===== config.mk =====
export PLATFORM = sky130hd
export DESIGN_NAME = mire_writer
export DESIGN_NICKNAME = d
export VERILOG_FILES = /design/src/rtl/video_pkg.sv /design/src/rtl/pattern_gen.sv /design/src/rtl/mire_writer.sv
export SDC_FILE = /design/constraint.sdc
export NUM_CORES = 1
export LEC_CHECK = 0
export CAP_MARGIN = 10
export CORE_AREA = 2 2 88 90
export DETAILED_ROUTE_END_ITERATION = 8
export DIE_AREA = 0 0 90 92
export PLACE_DENSITY = 0.82
export SLEW_MARGIN = 5
export SYNTH_ARGS = -nofsm -noshare
export SYNTH_HDL_FRONTEND = slang
export SYNTH_HIERARCHICAL = 1
export SYNTH_SLANG_ARGS = --single-unit

===== constraint.sdc =====
create_clock -name wshb_clk -period 4.1 [get_ports wshb_clk]
set_clock_uncertainty 0.15 [all_clocks]
set_input_delay 0.41 -clock wshb_clk [delete_from_list [all_inputs] [get_ports wshb_clk]]
set_output_delay 0.41 -clock wshb_clk [all_outputs]
set_load 0.03 [all_outputs]

===== src/rtl/video_pkg.sv =====
// Shared video definitions: the 24-bit pixel colour type, the colour-bar
// palette, the pattern mode codes and the Wishbone cycle tags used when
// writing pixels to the framebuffer.
package video_pkg;

    typedef logic [23:0] rgb_t;

    localparam rgb_t RGB_WHITE   = 24'hFFFFFF;
    localparam rgb_t RGB_YELLOW  = 24'hFFFF00;
    localparam rgb_t RGB_CYAN    = 24'h00FFFF;
    localparam rgb_t RGB_GREEN   = 24'h00FF00;
    localparam rgb_t RGB_MAGENTA = 24'hFF00FF;
    localparam rgb_t RGB_RED     = 24'hFF0000;
    localparam rgb_t RGB_BLUE    = 24'h0000FF;
    localparam rgb_t RGB_BLACK   = 24'h000000;

    localparam logic [1:0] MODE_GRID = 2'd0;
    localparam logic [1:0] MODE_BARS = 2'd1;
    localparam logic [1:0] MODE_FLAT = 2'd2;

    localparam logic [2:0] WB_CTI_CLASSIC = 3'b000;
    localparam logic [1:0] WB_BTE_LINEAR  = 2'b00;

    // Colour of bar number idx, left to right across the screen.
    function automatic rgb_t bar_colour(input logic [2:0] idx);
        case (idx)
            3'd0:    bar_colour = RGB_WHITE;
            3'd1:    bar_colour = RGB_YELLOW;
            3'd2:    bar_colour = RGB_CYAN;
            3'd3:    bar_colour = RGB_GREEN;
            3'd4:    bar_colour = RGB_MAGENTA;
            3'd5:    bar_colour = RGB_RED;
            3'd6:    bar_colour = RGB_BLUE;
            default: bar_colour = RGB_BLACK;
        endcase
    endfunction

endpackage


===== src/rtl/pattern_gen.sv =====
// Test-pattern colour generator: purely combinational mapping from the
// current pixel coordinate and the selected mode to a 24-bit RGB value.
// Mode 3 is not a pattern of its own and falls back to the grid.
module pattern_gen
    import video_pkg::*;
#(
    parameter int HDISP = 800,
    parameter int YW    = 9
) (
    input  logic [((HDISP > 1) ? $clog2(HDISP) : 1)-1:0] x,
    input  logic [YW-1:0]                                 y,
    input  logic [1:0]                                    mode,
    input  logic [23:0]                                   flat_rgb,
    output rgb_t                                          rgb
);

    logic [31:0] x_ext;
    logic [31:0] y_ext;
    logic [2:0]  bar_idx;
    logic        on_grid;

    // Bars split the line into eight equal slices; the grid draws a white
    // line on every 16th column and every 16th row.
    always_comb begin
        x_ext   = 32'(x);
        y_ext   = 32'(y);
        bar_idx = 3'((x_ext * 32'd8) / 32'(HDISP));
        on_grid = ((x_ext % 32'd16) == 32'd0) || ((y_ext % 32'd16) == 32'd0);
        case (mode)
            MODE_BARS: rgb = bar_colour(bar_idx);
            MODE_FLAT: rgb = flat_rgb;
            default:   rgb = on_grid ? RGB_WHITE : RGB_BLACK;
        endcase
    end

endmodule


===== src/rtl/mire_writer.sv =====
// Test-pattern framebuffer writer: walks every pixel of an HDISP x VDISP
// frame in raster order and writes it to memory over a classic Wishbone
// master port, one beat per pixel, releasing the bus for one cycle after
// every BURST_MAX acknowledged writes so other masters get a turn.
module mire_writer
    import video_pkg::*;
#(
    parameter int HDISP     = 800,
    parameter int VDISP     = 480,
    parameter int BURST_MAX = 64
) (
    input  logic        wshb_clk,
    input  logic        wshb_rst_n,
    input  logic        enable,
    input  logic [1:0]  mode,
    input  logic [23:0] flat_rgb,
    output logic [31:0] adr,
    output logic [31:0] dat_ms,
    output logic [3:0]  sel,
    output logic        we,
    output logic        stb,
    output logic        cyc,
    output logic [2:0]  cti,
    output logic [1:0]  bte,
    input  logic        ack,
    output logic        frame_done
);

    localparam int XW = (HDISP > 1) ? $clog2(HDISP) : 1;
    localparam int YW = (VDISP > 1) ? $clog2(VDISP) : 1;
    localparam int BW = (BURST_MAX > 1) ? $clog2(BURST_MAX) : 1;

    localparam logic [XW-1:0] X_LAST = XW'(HDISP - 1);
    localparam logic [YW-1:0] Y_LAST = YW'(VDISP - 1);
    localparam logic [BW-1:0] B_LAST = BW'(BURST_MAX - 1);

    typedef enum logic [1:0] {
        ST_IDLE,
        ST_WRITE,
        ST_YIELD
    } state_t;

    state_t        state;
    state_t        state_next;
    logic [XW-1:0] x;
    logic [YW-1:0] y;
    logic [BW-1:0] burst;
    logic          beat_done;
    logic          burst_full;
    logic          last_pixel;
    rgb_t          pixel_rgb;

    assign beat_done  = (state == ST_WRITE) && ack;
    assign burst_full = (burst == B_LAST);
    assign last_pixel = (x == X_LAST) && (y == Y_LAST);

    pattern_gen #(
        .HDISP (HDISP),
        .YW    (YW)
    ) u_pattern (
        .x        (x),
        .y        (y),
        .mode     (mode),
        .flat_rgb (flat_rgb),
        .rgb      (pixel_rgb)
    );

    // State register; reset abandons any beat in flight.
    always_ff @(posedge wshb_clk) begin
        if (!wshb_rst_n) begin
            state <= ST_IDLE;
        end else begin
            state <= state_next;
        end
    end

    // Next state: a beat is never cut short, so leaving WRITE only happens
    // on ack, either to yield the bus or because enable has been dropped.
    always_comb begin
        state_next = state;
        case (state)
            ST_IDLE: begin
                if (enable) begin
                    state_next = ST_WRITE;
                end
            end
            ST_WRITE: begin
                if (ack) begin
                    if (burst_full) begin
                        state_next = ST_YIELD;
                    end else if (!enable) begin
                        state_next = ST_IDLE;
                    end
                end
            end
            ST_YIELD: begin
                state_next = enable ? ST_WRITE : ST_IDLE;
            end
            default: begin
                state_next = ST_IDLE;
            end
        endcase
    end

    // Bus outputs: the address and data follow the pixel counters, which only
    // move on ack, so both hold steady for as long as the slave stalls.
    always_comb begin
        cyc    = 1'b0;
        stb    = 1'b0;
        if (state == ST_WRITE) begin
            cyc = 1'b1;
            stb = 1'b1;
        end
        we     = 1'b1;
        sel    = 4'b1111;
        cti    = WB_CTI_CLASSIC;
        bte    = WB_BTE_LINEAR;
        adr    = 32'd4 * ((32'(HDISP) * 32'(y)) + 32'(x));
        dat_ms = {8'h00, pixel_rgb};
    end

    // Raster position: advances one pixel per acknowledged beat and wraps at
    // the end of the line and at the end of the frame.
    always_ff @(posedge wshb_clk) begin
        if (!wshb_rst_n) begin
            x <= '0;
            y <= '0;
        end else if (beat_done) begin
            if (x == X_LAST) begin
                x <= '0;
                y <= (y == Y_LAST) ? '0 : y + 1'b1;
            end else begin
                x <= x + 1'b1;
            end
        end
    end

    // Beats acknowledged in the current tenure; any cycle off the bus starts
    // a fresh tenure.
    always_ff @(posedge wshb_clk) begin
        if (!wshb_rst_n) begin
            burst <= '0;
        end else if (state != ST_WRITE) begin
            burst <= '0;
        end else if (ack) begin
            burst <= burst_full ? '0 : burst + 1'b1;
        end
    end

    // One-cycle pulse after the final pixel of the frame is acknowledged.
    always_ff @(posedge wshb_clk) begin
        if (!wshb_rst_n) begin
            frame_done <= 1'b0;
        end else begin
            frame_done <= beat_done && last_pixel;
        end
    end

endmodule


==> results.yml <==
run_status:
  outcome: "complete, but fails checks"
  violations: "setup timing"
timing:
  setup_ws_ps: -166
  finalMaxSlewViolations: 0
  min_period_over_period: 1.04
  hold_violations: 0
  min_period_ps: 4270
  tightest_slew_ps: 645
  setup_viol: 4
  clock.fmax_ghz: 0.234
  rsz0062_at_grt: "true"
  setup_tns_ps: -316
  max_slew_margin: 0.567
route:
  finalWirelength_um: 9700
  routed-wl-met3_um: 667
  vias: 3602
  avgRoutedWirePerCell_um: 14.8
  viasPerCell: 5.51
  dr.pass1.iters: 5
  routed.top_layer: "met4"
  wl_met2_um: 4940
  wl_met1_um: 3950
  drt_iter0_drc: 168
  ant_nets: 0
  drcViolationCount: 0
clock_network:
  hold_buffers: 0
  clk_pin_slew_ps: 90
  clock-sinks: 28
  insertion_delay_ps: 270
  clock_path_buffers: 2
  cts_tree: "yes"
  cts-root-buf: "clkbuf_8"
  cts_made_buffers: 3
  htree_levels: 1
setup_path:
  critical_path_arrival_ps: 3710
  crit_family: "adder cells"
  cp-start-kind: "flop"
  critPathRequiredTime_ps: 3540
  setup.worst_path.end_class: "output pin"
  slowest_delay_ps: 520
  r2r_setup_slack_ps: 1630
  cp_num_buf_inv: 6
  cpMaxStageDelayCell: "fa_1"
  critical_path_class: "reg2out"
  worstPathCellList: "ha_4 -> ha_4 -> inv_2 -> fa_1 -> inv_2 -> ha_4 -> buf_4 -> nand3_1 -> or3_1 -> a21boi_2 -> buf_4 -> o21ai_2 -> nand4_4 -> buf_6 -> nor2_4 -> xnor2_1 -> buf_4"
  cp_max_fo: 3
placement:
  portBuffers: 76
  gp_routability_congestion: 0.897
  dp_cells: 633
  post-dp-hpwl_um: 6740
  pre_cts_ws_ps: -65.3
power:
  p_int_uw: 498
  p_sw_frac: 0.333
  total_power_uw: 746
  p_clk_frac: 0.290
  p_per_area_nw_per_um2: 158
  comb_power_share: 0.342
  leakage_nw: 2.11
  power.switching_uw: 248
  ir_worst_vdd_uv: 153
  p_seq_frac: 0.368
floorplanning:
  core_area_sq_um: 7450
  initial_core_util: 0.473
  fp.dieW_um: 90
  rows: 32
  die_h_um: 92
  ios: 107
  die_area_sq_um: 8280
synthesis:
  ys_seq_area_frac: 0.159
  avgSynthCellArea_sq_um: 7.64
  ys_ff_latch: 28
  yosysWarnings: 6
  synth_edf_count: 0
  synth_cell_type_count: 68
  synth_area_sq_um: 3520
  synthCells: 461
  synth_ff_type: "dfxtp_1"
  synthArstFlopShare: 0
global_routing:
  first_global_vias: 3411
  track_usage: 0.219
  grt_pass1_wl_um: 15400
  grt_max_degree: 20
  grt_overflow_total: 0
  antenna_found_initial: 0
cells_and_area:
  stdcell_count: 654
  final_cell_mix: "clkdlybuf4s50_1 (55), nor2_1 (49), buf_4 (48), a21oi_1 (34), ha_1 (32)"
  drive_gt1_frac: 0.192
  n_antenna_cell: 0
  final_common_cell: "clkdlybuf4s50_1"
  final_core_util: 0.633
  fin_nets: 631
  area_growth_pct: 33.9
min_path:
  min_path_type: "reg2reg"
flow_run:
  drv_cap: 0
[kinds of logic (layout without fill, tap and decap cells)]
logic type	count (synthesis)	in the layout	share of synthesized area
muxes	1	1	0.00284
AOI/OAI and AO/OA	113	113	0.213
buffers and inverters	85	148	0.133
DFF	28	28	0.159
adders and majority gates	49	49	0.184
and+or+nand+nor	142	142	0.204
other	2	30	0.00213
xor gates and xnor gates	41	41	0.102
[power groups by stage]
| stage | logic, mW | clock network [mW] | registers, mW |
|---|---|---|---|
| 2_1_floorplan | 0.181 | 0 | 0.283 |
| 3_3_place_gp | 0.252 | 0 | 0.283 |
| 3_5_place_dp | 0.255 | 0 | 0.283 |
| 4_1_cts | 0.256 | 0.224 | 0.275 |
| 5_1_grt | 0.269 | 0.232 | 0.275 |
| 6_report | 0.255 | 0.216 | 0.275 |
[cells in the mapped netlist, types with 12 or more instances]
cell / n / share of area
xnor2_1: 24 / 0.060
dfxtp_1: 28 / 0.16
buf_4: 37 / 0.079
o21ai_0: 24 / 0.034
nand2_1: 31 / 0.033
a21oi_1: 35 / 0.050
ha_1: 43 / 0.15
nor2_1: 50 / 0.053
xor2_1: 17 / 0.042
inv_1: 34 / 0.036
a21o_1: 12 / 0.026
nand3_1: 16 / 0.023
[worst min-delay path, cell delays in order (launching register included)]
cell,delay [ps]
dfxtp_4,370
nand2_1,60
a21oi_1,60
[timing repair]
item / in CTS / in global routing
gates resized for setup: 33 / 23
setup endpoints to repair: 8 / 22
buffers inserted: 15 / 2
pin swaps: 17 / 17
[path summary, 6_finish.rpt]
path | startpoint | end | cells after the start
worst max-delay path | y[3] | adr[19] | 17
worst min-delay path | y[1] | y[1] | 2
worst max register to register | x[4] | y[7] | 7
worst min register to register | y[1] | y[1] | 2
[through the flow]
| stage | hold slack (ps) | area (sq um) |
|---|---|---|
| floorplan | 328 | 3630 |
| global placement | 352 | 4270 |
| detailed placement | 374 | 4270 |
| CTS | 352 | 4610 |
| global route | 386 | 4710 |
| finish | 371 | 4710 |
[state kept, by name, indices dropped and copies added (netlist names)]
| signal | cells |
|---|---|
| state | 2 |
| y | 9 |
| x | 10 |
| burst | 6 |
| frame_done | 1 |
[per-layer routing]
metal,vias to the layer above,track usage
met5,-,0
li1,1718,-
met3,19,0.0329
met4,0,0.0436
met2,177,0.422
met1,1688,0.256
[final cells by class]
| type | count | area [sq um] |
|---|---|---|
| multi-input cells | 376 | 2830 |
| fillers | 580 | 2730 |
| repair buffers | 110 | 986 |
| flip-flops and latches | 28 | 577 |
| inverters | 34 | 128 |
| well taps | 102 | 128 |
| clock buffers | 3 | 41.3 |
| clock inverters | 1 | 30.0 |
No activity file was read; power rests on OpenSTA's default activity.
